===== src/rtl/pc_next_unit_if.sv =====
`default_nettype none
// ============================================================================
// Module      : pc_next_unit_if
// Description : Bus between the control/branch logic (master) and the
//               program-counter sequencer (slave).
//   master drives : Stall, PCSrc, Jump, JumpReg, Exc, ExcCode, Eret,
//                   PCBranch, RegTarget, Instr
//   slave drives  : PC, PCPlus4, EPC, Cause, EXL, InstrCount
// Revision    : 1.0 - initial release
// ============================================================================
interface pc_next_unit_if #(
  parameter int WIDTH     = 32,
  parameter int CNT_WIDTH = 32
);
  // Requests toward the sequencer
  logic                 Stall;
  logic                 PCSrc;
  logic                 Jump;
  logic                 JumpReg;
  logic                 Exc;
  logic [4:0]           ExcCode;
  logic                 Eret;
  logic [WIDTH-1:0]     PCBranch;
  logic [WIDTH-1:0]     RegTarget;
  logic [WIDTH-1:0]     Instr;

  // Sequencer state visible to the rest of the core
  logic [WIDTH-1:0]     PC;
  logic [WIDTH-1:0]     PCPlus4;
  logic [WIDTH-1:0]     EPC;
  logic [4:0]           Cause;
  logic                 EXL;
  logic [CNT_WIDTH-1:0] InstrCount;

  modport master (
    output Stall, PCSrc, Jump, JumpReg, Exc, ExcCode, Eret,
           PCBranch, RegTarget, Instr,
    input  PC, PCPlus4, EPC, Cause, EXL, InstrCount
  );

  modport slave (
    input  Stall, PCSrc, Jump, JumpReg, Exc, ExcCode, Eret,
           PCBranch, RegTarget, Instr,
    output PC, PCPlus4, EPC, Cause, EXL, InstrCount
  );
endinterface
`default_nettype wire


===== src/rtl/pc_next_unit.sv =====
`default_nettype none
// ============================================================================
// Module      : pc_next_unit
// Description : MIPS program-counter sequencer. Holds the architectural PC
//               and picks the next PC from sequential, branch, jump,
//               jump-register, exception-vector and exception-return
//               sources. Captures EPC/Cause on exception entry, tracks the
//               exception level (EXL) and counts retired instructions.
// Ports       :
//   clk   - clock, all state updates on the rising edge
//   rst_n - asynchronous active-low reset
//   bus   - pc_next_unit_if.slave (control requests in, PC state out)
// Revision    : 1.0 - initial release
// ============================================================================
module pc_next_unit #(
  parameter int               WIDTH        = 32,
  parameter logic [WIDTH-1:0] RESET_VECTOR = '0,
  parameter logic [WIDTH-1:0] EXC_VECTOR   = 32'h0000_0180,
  parameter int               CNT_WIDTH    = 32
) (
  input  logic          clk,
  input  logic          rst_n,
  pc_next_unit_if.slave bus
);

  // Exception-level state encoding
  localparam logic [0:0] S_NORMAL    = 1'b0;
  localparam logic [0:0] S_EXCEPTION = 1'b1;

  // AdEL: address error on instruction fetch
  localparam logic [4:0] CAUSE_ADEL  = 5'd4;

  logic [0:0]           state;
  logic [0:0]           state_next;

  logic [WIDTH-1:0]     pc;
  logic [WIDTH-1:0]     epc;
  logic [4:0]           cause;
  logic [CNT_WIDTH-1:0] instr_count;

  logic [WIDTH-1:0]     pc_plus4;
  logic [WIDTH-1:0]     jump_target;
  logic [WIDTH-1:0]     next_pc;
  logic                 addr_err;
  logic                 exc_entry;
  logic                 eret_take;
  logic [4:0]           cause_next;
  logic                 exl;

  // Only the low 26 instruction bits form the jump index.
  logic                 unused_instr_bits;
  assign unused_instr_bits = ^bus.Instr[WIDTH-1:26];

  // --------------------------------------------------------------------------
  // Next-PC datapath
  // --------------------------------------------------------------------------
  assign pc_plus4    = pc + WIDTH'(4);
  assign jump_target = {pc_plus4[WIDTH-1:28], bus.Instr[25:0], 2'b00};

  // A misaligned JR target faults instead of being fetched.
  assign addr_err    = bus.JumpReg && (bus.RegTarget[1:0] != 2'b00);
  assign exc_entry   = !bus.Stall && (bus.Exc || addr_err);

  // Eret only acts inside the handler and loses to any exception entry;
  // outside the handler it falls through to lower-priority sources.
  assign eret_take   = !bus.Stall && !exc_entry && bus.Eret && (state == S_EXCEPTION);

  // Explicit Exc outranks the address error for the recorded cause.
  assign cause_next  = bus.Exc ? bus.ExcCode : CAUSE_ADEL;

  always_comb begin
    next_pc = pc_plus4;
    if (bus.Stall) begin
      next_pc = pc;
    end else if (exc_entry) begin
      next_pc = EXC_VECTOR;
    end else if (eret_take) begin
      next_pc = epc;
    end else if (bus.JumpReg) begin
      next_pc = bus.RegTarget;
    end else if (bus.Jump) begin
      next_pc = jump_target;
    end else if (bus.PCSrc) begin
      next_pc = bus.PCBranch;
    end
  end

  // --------------------------------------------------------------------------
  // PC, EPC, Cause and retired-instruction counter
  // --------------------------------------------------------------------------
  always_ff @(posedge clk or negedge rst_n) begin
    if (!rst_n) begin
      pc          <= RESET_VECTOR;
      epc         <= '0;
      cause       <= '0;
      instr_count <= '0;
    end else if (!bus.Stall) begin
      pc <= next_pc;
      if (exc_entry) begin
        cause <= cause_next;
        // A nested exception keeps the original return address.
        if (state == S_NORMAL) begin
          epc <= pc;
        end
      end else begin
        instr_count <= instr_count + CNT_WIDTH'(1);
      end
    end
  end

  // --------------------------------------------------------------------------
  // Exception-level state machine
  // --------------------------------------------------------------------------
  always_ff @(posedge clk or negedge rst_n) begin
    if (!rst_n) begin
      state <= S_NORMAL;
    end else begin
      state <= state_next;
    end
  end

  always_comb begin
    state_next = state;
    case (state)
      S_NORMAL: begin
        if (exc_entry) begin
          state_next = S_EXCEPTION;
        end
      end
      S_EXCEPTION: begin
        if (eret_take) begin
          state_next = S_NORMAL;
        end
      end
      default: state_next = S_NORMAL;
    endcase
  end

  always_comb begin
    exl = 1'b0;
    case (state)
      S_NORMAL:    exl = 1'b0;
      S_EXCEPTION: exl = 1'b1;
      default:     exl = 1'b0;
    endcase
  end

  // --------------------------------------------------------------------------
  // Outputs
  // --------------------------------------------------------------------------
  assign bus.PC         = pc;
  assign bus.PCPlus4    = pc_plus4;
  assign bus.EPC        = epc;
  assign bus.Cause      = cause;
  assign bus.EXL        = exl;
  assign bus.InstrCount = instr_count;

endmodule
`default_nettype wire


===== src/flat_wrapper.sv =====
// flat-port wrapper written by rule: the top's interface ports become plain ports
module pc_next_unit_flat 
#(
  parameter int               WIDTH        = 32,
  parameter logic [WIDTH-1:0] RESET_VECTOR = '0,
  parameter logic [WIDTH-1:0] EXC_VECTOR   = 32'h0000_0180,
  parameter int               CNT_WIDTH    = 32
)
  (clk, rst_n, bus_Stall, bus_PCSrc, bus_Jump, bus_JumpReg, bus_Exc, bus_ExcCode, bus_Eret, bus_PCBranch, bus_RegTarget, bus_Instr, bus_PC, bus_PCPlus4, bus_EPC, bus_Cause, bus_EXL, bus_InstrCount);
  pc_next_unit_if #(.WIDTH(WIDTH), .CNT_WIDTH(CNT_WIDTH)) bus_i ();
  input  logic clk;
  input  logic rst_n;
  input wire logic [$bits(bus_i.Stall)-1:0] bus_Stall;
  input wire logic [$bits(bus_i.PCSrc)-1:0] bus_PCSrc;
  input wire logic [$bits(bus_i.Jump)-1:0] bus_Jump;
  input wire logic [$bits(bus_i.JumpReg)-1:0] bus_JumpReg;
  input wire logic [$bits(bus_i.Exc)-1:0] bus_Exc;
  input wire logic [$bits(bus_i.ExcCode)-1:0] bus_ExcCode;
  input wire logic [$bits(bus_i.Eret)-1:0] bus_Eret;
  input wire logic [$bits(bus_i.PCBranch)-1:0] bus_PCBranch;
  input wire logic [$bits(bus_i.RegTarget)-1:0] bus_RegTarget;
  input wire logic [$bits(bus_i.Instr)-1:0] bus_Instr;
  output wire logic [$bits(bus_i.PC)-1:0] bus_PC;
  output wire logic [$bits(bus_i.PCPlus4)-1:0] bus_PCPlus4;
  output wire logic [$bits(bus_i.EPC)-1:0] bus_EPC;
  output wire logic [$bits(bus_i.Cause)-1:0] bus_Cause;
  output wire logic [$bits(bus_i.EXL)-1:0] bus_EXL;
  output wire logic [$bits(bus_i.InstrCount)-1:0] bus_InstrCount;
  assign bus_i.Stall = bus_Stall;
  assign bus_i.PCSrc = bus_PCSrc;
  assign bus_i.Jump = bus_Jump;
  assign bus_i.JumpReg = bus_JumpReg;
  assign bus_i.Exc = bus_Exc;
  assign bus_i.ExcCode = bus_ExcCode;
  assign bus_i.Eret = bus_Eret;
  assign bus_i.PCBranch = bus_PCBranch;
  assign bus_i.RegTarget = bus_RegTarget;
  assign bus_i.Instr = bus_Instr;
  assign bus_PC = bus_i.PC;
  assign bus_PCPlus4 = bus_i.PCPlus4;
  assign bus_EPC = bus_i.EPC;
  assign bus_Cause = bus_i.Cause;
  assign bus_EXL = bus_i.EXL;
  assign bus_InstrCount = bus_i.InstrCount;
  pc_next_unit #(.WIDTH(WIDTH), .RESET_VECTOR(RESET_VECTOR), .EXC_VECTOR(EXC_VECTOR), .CNT_WIDTH(CNT_WIDTH)) u_core (.clk(clk), .rst_n(rst_n), .bus(bus_i));
endmodule

===== config.mk =====
export PLATFORM = sky130hd
export DESIGN_NAME = pc_next_unit_flat
export DESIGN_NICKNAME = d
export VERILOG_FILES = /design/src/rtl/pc_next_unit_if.sv /design/src/rtl/pc_next_unit.sv /design/src/flat_wrapper.sv
export SDC_FILE = /design/constraint.sdc
export NUM_CORES = 1
export LEC_CHECK = 0
export CAP_MARGIN = 0
export CORE_AREA = 2 2 126 152
export CTS_BUF_LIST = sky130_fd_sc_hd__clkbuf_16
export DETAILED_ROUTE_END_ITERATION = 10
export DIE_AREA = 0 0 128 154
export GPL_ROUTABILITY_DRIVEN = 0
export PLACE_DENSITY = 0.67
export SLEW_MARGIN = 20
export SYNTH_ARGS = -nofsm -noshare
export SYNTH_HDL_FRONTEND = slang
export SYNTH_SLANG_ARGS = --single-unit

===== constraint.sdc =====
create_clock -name clk -period 3.05 [get_ports clk]
set_clock_uncertainty 0.2 [all_clocks]
set_input_delay 0.4575 -clock clk [delete_from_list [all_inputs] [get_ports clk]]
set_output_delay 0.4575 -clock clk [all_outputs]
set_load 0.005 [all_outputs]

# [After elaboration in Yosys (flattened, before gate mapping)]
# Index checks and enable logic that the tools add are counted.
[op_classes] n_mux=10 bitwise_logic=3 n_reduce_logical=12 add_sub_neg=2
[op_table] cell="32-bit 2-to-1 mux" n=5
[op_table] cell="32-bit by 1-bit adder with 32-bit output, second input constant" n=1
[op_table] cell="32-bit by 3-bit adder with 32-bit output, second input constant" n=1
[op_table] cell="1-bit logical AND" n=5
[op_table] cell="5-bit 2-to-1 mux" n=1
[op_table] cell="1-bit one-hot mux with 2 select lines" n=2
[op_table] cell="2-bit AND reduction" n=2
[op_table] cell="1-bit NOT" n=3
[op_table] cell="3-bit AND reduction" n=1
[op_table] cell="1-bit logical NOT" n=2
[op_table] cell="1-bit 2-to-1 mux" n=2
[op_table] cell="2-bit nonzero test" n=1
[op_table] cell="1-bit logical OR" n=1
[word_totals] word_cells=32 inputBits=109 register_bits=102 out_inout_bits=134

# [Longest topological paths before layout]
# Gate-level depths: netlist of the first run.
[logic_depth] word_depth=10 ltp_mapped=7 depth_no_buf=6

# [Worst setup path before layout of the first run]
# No wires, ideal clock.
[synth_timing] path_kind="register to output" start="reg u_core.pc[3] (netlist: u_core.bus.PC[3])" end="out bus_PCPlus4[24]" arrival_time_ps=1793 path_stages_with_launch=7 path_buffers=1 required_time_ps=2392 slack_ps=600 path_cell_list="dfrtp_1 ha_1 clkbuf_1 and3_1 nand4_1 o21a_1 or2_2"
[synth_between] elab_chain_cells=1
[synth_rtl] element="start, declared" line="pc_next_unit.sv:36" source="logic [WIDTH-1:0] pc;"
[synth_rtl] element="start signal, assigned" line="pc_next_unit.sv:98" source="pc <= next_pc;"
[synth_rtl] element="32-bit by 3-bit adder with 32-bit output" line="pc_next_unit.sv:57" source="assign pc_plus4 = pc + WIDTH'(4);"
[synth_rtl] element="end, declared" line="flat_wrapper.sv:24" source="output wire logic [$bits(bus_i.PCPlus4)-1:0] bus_PCPlus4;"
# No other way between the ends.

# [Final worst setup path of the first run]
[layout_timing] start="reg u_core.pc[3] (netlist: u_core.bus.PC[3])" end="out bus_PCPlus4[20]"
# The elaborated chain is that of the path after synthesis.

==> results of run 1 <==
## layout by cell type, fill, tap and decap left out, types with 5 or more instances in the layout
| cell | instances |
|---|---|
| nand4_1 | 34 |
| a22oi_1 | 6 |
| o221ai_1 | 7 |
| mux2_2 | 31 |
| nand3_1 | 38 |
| nand2_1 | 72 |
| a21oi_1 | 25 |
| inv_1 | 21 |
| dfrtp_2 | 8 |
| xor2_1 | 9 |
| o211ai_1 | 12 |
| o21ai_0 | 27 |
| buf_4 | 55 |
| mux2i_1 | 5 |
| a31oi_1 | 9 |
| and3_1 | 15 |
| clkdlybuf4s50_1 | 228 |
| clkbuf_16 | 9 |
| dlymetal6s2s_1 | 5 |
| and2_1 | 5 |
| dfrtp_1 | 94 |
| a211oi_1 | 6 |
| xnor2_1 | 45 |
| nor2_1 | 36 |
| or3_1 | 5 |
| nor3_1 | 13 |
| nand2b_1 | 9 |
| o22ai_1 | 13 |
## sequential cells by signal, summed over array words and instances, names as in the netlist
signal                 cells
u_core.bus.EPC            32
u_core.bus.InstrCount     32
u_core.bus.PC             32
u_core.state               1
u_core.bus.Cause           5
## repair_timing
action	in CTS	in global routing
setup buffers	2	3
hold endpoints to repair	44	0
hold buffers	1	0
resized for setup	10	18
setup endpoints to repair	6	15
pin swaps	4	7
## power breakdown
| group | leakage, nW | total [mW] | switching (mW) | internal (mW) |
|---|---|---|---|---|
| registers | 1.34 | 1.72 | 0.202 | 1.52 |
| clock network | 0.140 | 1.22 | 0.568 | 0.648 |
| logic | 2.51 | 1.23 | 0.496 | 0.734 |
| total | 3.99 | 4.17 | 1.27 | 2.90 |
## area by class of cell
cell class | count | area share
flip-flops and latches | 102 | 0.270
clock inverters | 7 | 0.00856
inverters | 22 | 0.00869
well taps | 224 | 0.0295
clock buffers | 9 | 0.0237
repair buffers | 294 | 0.298
diodes | 2 | 0.000527
multi-input cells | 511 | 0.362
## per-layer routing
metal	GRT usage	vias up	part of all wire
met5	0	-	0
met4	0.0853	0	0.026
met3	0.0355	39	0.053
met2	0.402	266	0.50
met1	0.302	3196	0.42
li1	-	3026	-
## cell families (layout without fill, tap and decap cells)
| family | Yosys count | in the layout | synth area share |
|---|---|---|---|
| AO/OA/AOI/OAI | 151 | 151 | 0.166 |
| XOR/XNOR | 56 | 56 | 0.0784 |
| adder cells (fa/ha/maj) | 2 | 2 | 0.00400 |
| buffers and inverters | 71 | 332 | 0.0522 |
| flip-flops | 102 | 102 | 0.408 |
| multiplexers | 38 | 38 | 0.0674 |
| other | 0 | 2 | 0 |
| AND/OR/NAND/NOR | 264 | 264 | 0.224 |
## synth_stat cells (4+ instances only)
cell,instances,area share
a211oi_1,6,0.0072
a21o_1,4,0.0048
a21oi_1,25,0.020
a221o_1,4,0.0064
a222oi_1,4,0.0064
a22oi_1,6,0.0072
a31oi_1,9,0.0090
and2_1,6,0.0060
and3_1,16,0.016
and4_1,6,0.0084
buf_1,6,0.0036
buf_2,7,0.0056
clkbuf_1,28,0.017
dfrtp_1,102,0.41
inv_1,21,0.013
mux2_2,31,0.056
mux2i_1,5,0.0080
nand2_1,72,0.043
nand2b_1,9,0.0090
nand3_1,39,0.031
nand4_1,34,0.034
nor2_1,38,0.023
nor3_1,14,0.011
o211ai_1,12,0.014
o21a_1,4,0.0048
o21ai_0,28,0.022
o221ai_1,7,0.0098
o22ai_1,13,0.013
o32ai_1,4,0.0056
or3_1,5,0.0050
xnor2_1,47,0.066
xor2_1,9,0.013
## worst register-to-register path: cells and delay by family (launching register included)
family          cells  cell delay [ns]
simple gates        3             0.66
flops               1             0.44
mux                 1             0.11
buf+inv             2             0.37
compound gates      1             0.22
## per-stage QoR
stage                     std cells  instance area [um^2]  setup slack [ns]
final                          1171                  9500            0.0909
after global routing           1170                  9500           -0.0194
after CTS                      1166                  9430          0.000773
after detailed placement       1147                  9070             0.280
after global placement         1147                  9070             0.318
after floorplan                 684                  6260             0.600
## worst max-delay path by stage
stage	from	end	slack [ns]	depth (start not counted)
detailed placement	bus_Jump	u_core.bus.PC[19]	0.28	6
CTS	u_core.bus.PC[2]	bus_PCPlus4[31]	0.0008	7
finish	u_core.bus.PC[3]	bus_PCPlus4[20]	0.09	6
global route	u_core.bus.PC[3]	bus_PCPlus4[20]	-0.02	6
global placement	bus_Jump	u_core.bus.PC[19]	0.32	6
floorplan	u_core.bus.PC[3]	bus_PCPlus4[24]	0.60	6
==> results.md, run 1 <==
- Fillers: 1,734
- DR pass1 iterations: 5
- Clk_lat worst skew: 0.35 ns
- Vias in the first global route: 6,314
- Pins Over Slew Limit: 0
- Register area: 2560 um^2
- Clock Tree Buf Depth: 2
- Global-route wire length before repair: 35,900 um
- RSZ-0062 raised after global routing: yes
- FMAX: 338 MHz
- Class of the worst hold path: register to register
- Num Clock Sinks: 102
- Synthesized flop and latch total: 102
- Worst Path Max Fanout: 4
- Worst-margin pin slew: 0.800 ns
- TritonCTS buffer count: 9
- Final TNS setup: 0 ns
- Nets: 1,051
- Synthesized netlist cell count: 684
- Area of the multi-input gates: 3440 um^2
- Final wirelength: 23,600 um
- Initial antenna violation count: 1
- CP Class: register to output pin
- Arr. time, crit path: 2.30 ns
- Buffers & Inverters on Critical Path: 1
- Flop-to-flop setup slack: 0.95 ns
- Via count: 6,527
- Routed Antenna Nets: 0
- Slowest CP cell: clkdlybuf4s50_1
- Initial DRC Count: 328
- Number of I/O port buffers: 236
- Synth warnings: 0
- Htree depth: 3
- Worst R2R End: u_core.bus.PC[30]
- Largest net degree at the start of global routing: 54
- Post-synth cell types: 74
- Setup crit start kind: register
- Clock root buffer: clkbuf_16
- Leakage power: 3.99 nW
- # IOs: 243
- Max incr delay on CP: 0.50 ns
- Power Density: 439 nW/um^2
- Gr ovfl total: 0
- Final setup violation count: 0
- Fin util: 0.525
- Die Wd: 128 um
- Max_cap viols: 0
- Setup crit end kind: output pin
- Worst Hold Path Cells: 1
- Die area: 19,700 um^2
- R2R Path Start: u_core.bus.PC[7]
- DPL Wire Length: 18,000 um
- Min cycle time layout: 2.96 ns
- Net Count, Synth: 795
- Synthesized area per cell: 9.15 um^2
- DRC Markers: 0
- Final hold violations: 0
- WP data required: 2.39 ns
- # rows: 54
- Synthesized area: 6260 um^2
- Starting Density: 0.346
- EDFF count, synth: 0
- Final critical-path share of the clock period: 0.970
- Commonest register cell after synthesis: dfrtp_1
- CTS tree: yes
- CTS clk-pin slew, worst paths: 0.08 ns
- Power, Total: 4.17 mW
- GRT Resource Usage Total: 0.236
- Die Height: 154 um
- Status: complete, no violations
- Post-DR wirelength/cell: 20.1 um
- Max_slew headroom: 0.464
- Core footprint: 18,100 um^2
- Cells on worst reg2reg path: 7
- Worst Hold Path EP: u_core.bus.InstrCount[31]
- Post-synth ARST share: 1.00
- Worst hold slack: 0.266 ns
- Max VDD drop: 252 uV
- P&R area growth vs syn: 51.9%
- CP top delay family: simple AND/OR/NAND/NOR gates
- Cell Chain, Critical Path: ha_2 > and3_4 > nand4_1 > or3_1 > nand2_1 > clkdlybuf4s50_1
- Share of cells above drive strength 1: 0.150
- Routed vias/inst: 5.57
- Hold Path Origin: u_core.bus.InstrCount[31]
- Sequential share of the synthesized area: 0.408
Power figures use the tool's default switching activity.
==> run 2, diff against run 1 <==
- HOLD_SLACK_MARGIN: unset -> 0.08
- clock period: 3.05 -> 3.7 ns (I/O delays scaled with it)
==> run 2 against run 1 <==
Via count fell by 2.7%. Core utilization fell by 1.8 points. Die area did not move. Sequential share of layout area rose by 0.87 points. Register-to-register slack improved by 0.34 ns. Hold slack improved by 0.0010 ns. Count of clock-buffer cells in the layout did not move. Critical endpoint is now bus_PCPlus4[24]. Highest routed layer unchanged.
==> results.md, run 2 (synthesis gave the netlist of run 1 again) <==
- Status: complete, no violations (unchanged)
- Hold Path Origin: u_core.bus.Cause[4] (was u_core.bus.InstrCount[31])
- Final TNS setup: 0 ns (unchanged)
- Gr ovfl total: 0 (unchanged)
- Pins Over Slew Limit: 0 (unchanged)
- Worst Hold Path Cells: 2 (was 1)
- Final setup violation count: 0 (unchanged)
- Power Density: 364 nW/um^2 (was 439 nW/um^2)
- Min setup slack post-route: 0.175 ns (was 0.0909 ns)
- Global route hottest layer: met2 (unchanged)
- Htree depth: 3 (unchanged)
- CTS tree: yes (unchanged)
- Final hold violations: 0 (unchanged)
- Cells on worst reg2reg path: 5 (was 7)
- Clock network power share: 0.281 (was 0.292)
- Flop-to-flop setup slack: 1.29 ns (was 0.95 ns)
- Net switching fraction of the power: 0.312 (was 0.304)
- DP Area: 8880 um^2 (was 9070 um^2)
- Num Clock Sinks: 102 (unchanged)
- Post-DR wirelength/cell: 20.6 um (was 20.1 um)
- Max_cap viols: 0 (unchanged)
- Area of the multi-input gates: 3390 um^2 (was 3440 um^2)
- Max VDD drop: 225 uV (was 252 uV)
- Max_slew headroom: 0.510 (was 0.464)
- # IOs: 243 (unchanged)
- Nets: 1,022 (was 1,051)
- DR pass1 iterations: 5 (unchanged)
- M1 GR Usage: 0.306 (was 0.302)
- Clk_lat worst skew: 0.36 ns (was 0.35 ns)
- Power, Total: 3.34 mW (was 4.17 mW)
- Number of I/O port buffers: 236 (unchanged)
- Clock root buffer: clkbuf_16 (unchanged)
- Register area: 2550 um^2 (was 2560 um^2)
- CP Class: register to output pin (unchanged)
- P_sw: 1.04 mW (was 1.27 mW)
- # rows: 54 (unchanged)
- R2R Path Start: u_core.bus.PC[4] (was u_core.bus.PC[7])
- DPL Wire Length: 17,600 um (was 18,000 um)
- Leakage power: 3.76 nW (was 3.99 nW)
- DRC Markers: 0 (unchanged)
- CTS clk-pin slew, worst paths: 0.08 ns (about the same)
- GRT Resource Usage Total: 0.236 (about the same)
- GR Util met2: 0.409 (was 0.402)
- Clock Tree Buf Depth: 2 (unchanged)
- Fin util: 0.507 (was 0.525)
- Most frequent cells in the layout: clkdlybuf4s50_1 (233), dfrtp_1 (102), nand2_1 (72), xnor2_1 (47), nand3_1 (39) (was clkdlybuf4s50_1 (228), dfrtp_1 (94), nand2_1 (72), buf_4 (55), xnor2_1 (45))
- Core footprint: 18,100 um^2 (unchanged)
- P_int: 2.30 mW (was 2.90 mW)
- Post-CTS Setup Repair Bufs: 0 (was 2)
- Combinational fraction of design power: 0.289 (was 0.295)
- Met3 Use GR: 0.0355 (unchanged)
- TritonCTS buffer count: 9 (unchanged)
- Finished Cell Area: 9170 um^2 (was 9500 um^2)
- Fillers: 1,763 (was 1,734)
- Share of cells above drive strength 1: 0.104 (was 0.150)
- Register share of total power: 0.430 (was 0.413)
- Routed Antenna Nets: 0 (unchanged)
- Largest net degree at the start of global routing: 53 (was 54)
- Die Height: 154 um (unchanged)
- Setup crit start kind: register (unchanged)
- Global-route wire length before repair: 35,600 um (was 35,900 um)
- FMAX: 284 MHz
- Pre-CTS setup slack: 0.595 ns (was 0.280 ns)
- Vias in the first global route: 6,092 (was 6,314)
- Setup crit end kind: output pin (unchanged)
- Starting Density: 0.346 (unchanged)
- P&R area growth vs syn: 46.6% (was 51.9%)
- Die Wd: 128 um (unchanged)
- CTS resizes: 0 (was 10)
- Class of the worst hold path: register to register (unchanged)
- Arr. time, crit path: 2.77 ns (was 2.30 ns)
- Final wirelength: 23,500 um (was 23,600 um)
- Most common cell after layout, fill and taps aside: clkdlybuf4s50_1 (unchanged)
- Worst-margin pin slew: 0.731 ns (was 0.800 ns)
- Initial antenna violation count: 1 (unchanged)
- Via count: 6,349 (was 6,527)
- Final critical-path share of the clock period: 0.953
- Worst Path Max Fanout: 13 (was 4)
- Routed vias/inst: 5.56 (was 5.57)
- Die area: 19,700 um^2 (unchanged)
- Worst R2R End: u_core.bus.PC[20] (was u_core.bus.PC[30])
- RSZ-0062 raised after global routing: no (was yes)
- Initial DRC Count: 392 (was 328)
- Min cycle time layout: 3.52 ns
- WP data required: 2.94 ns (was 2.39 ns)
- Worst Hold Path EP: u_core.bus.Cause[4] (was u_core.bus.InstrCount[31])
[run 2: cell types whose count changed in the layout (fill, tap and decap cells not counted), sizes merged]
cell           change
buf               -29
bufinv             -1
clkdlybuf4s50      +5
clkinv             +1
diode              -1
dlymetal6s2s       -5
[run 2: area by class of cell]
cell class	count	area share
diodes	1	0.000273
clock buffers	9	0.0246
clock inverters	7	0.00614
inverters	22	0.00900
multi-input cells	511	0.370
flip-flops and latches	102	0.278
well taps	224	0.0306
repair buffers	265	0.282
[run 2: worst max path at each step]
stage | slack [ns] | cells past startpoint | endpoint | startpoint
4_1_cts | 0.19 | 6 | bus_PCPlus4[24] | u_core.bus.PC[3]
5_1_grt | 0.04 | 6 | bus_PCPlus4[24] | u_core.bus.PC[3]
3_5_place_dp | 0.60 | 6 | u_core.bus.PC[19] | bus_Jump
2_1_floorplan | 1.15 | 6 | bus_PCPlus4[24] | u_core.bus.PC[3]
6_report | 0.18 | 5 | bus_PCPlus4[24] | u_core.bus.PC[4]
3_3_place_gp | 0.60 | 5 | bus_PCPlus4[24] | u_core.bus.PC[4]
[run 2: stage by stage]
step | instances | hold slack (ns)
finish | 1141 | 0.267
global route | 1141 | 0.291
CTS | 1140 | 0.274
detailed placement | 1123 | 0.256
global placement | 1123 | 0.256
floorplan | 684 | 0.0594
[run 2: critical path, cell delays in order, from the launching register on]
cell             delay, ns
dfrtp_1               0.55
and4_2                0.46
nand4_1               0.36
o21a_1                0.29
or2_2                 0.30
clkdlybuf4s50_1       0.46
[run 2: power groups by stage]
| stage | registers, mW | logic (mW) | clock network, mW |
|---|---|---|---|
| 2_1_floorplan | 1.41 | 0.368 | 0 |
| 3_3_place_gp | 1.45 | 0.965 | 0 |
| 3_5_place_dp | 1.46 | 0.969 | 0 |
| 4_1_cts | 1.44 | 0.975 | 0.963 |
| 5_1_grt | 1.46 | 1.04 | 0.990 |
| 6_report | 1.44 | 0.966 | 0.938 |
[run 2: metal layers]
| layer | wire, um | up-vias |
|---|---|---|
| met5 | 0 | - |
| met4 | 385 | 0 |
| met3 | 1240 | 21 |
| met2 | 11900 | 239 |
| met1 | 9970 | 3118 |
| li1 | - | 2971 |
[run 2: what timing repair did]
action                                  4_1_cts  5_1_grt
endpoints found under the setup margin        0        0
endpoints found under the hold margin        50        0
hold buffers                                  1        0
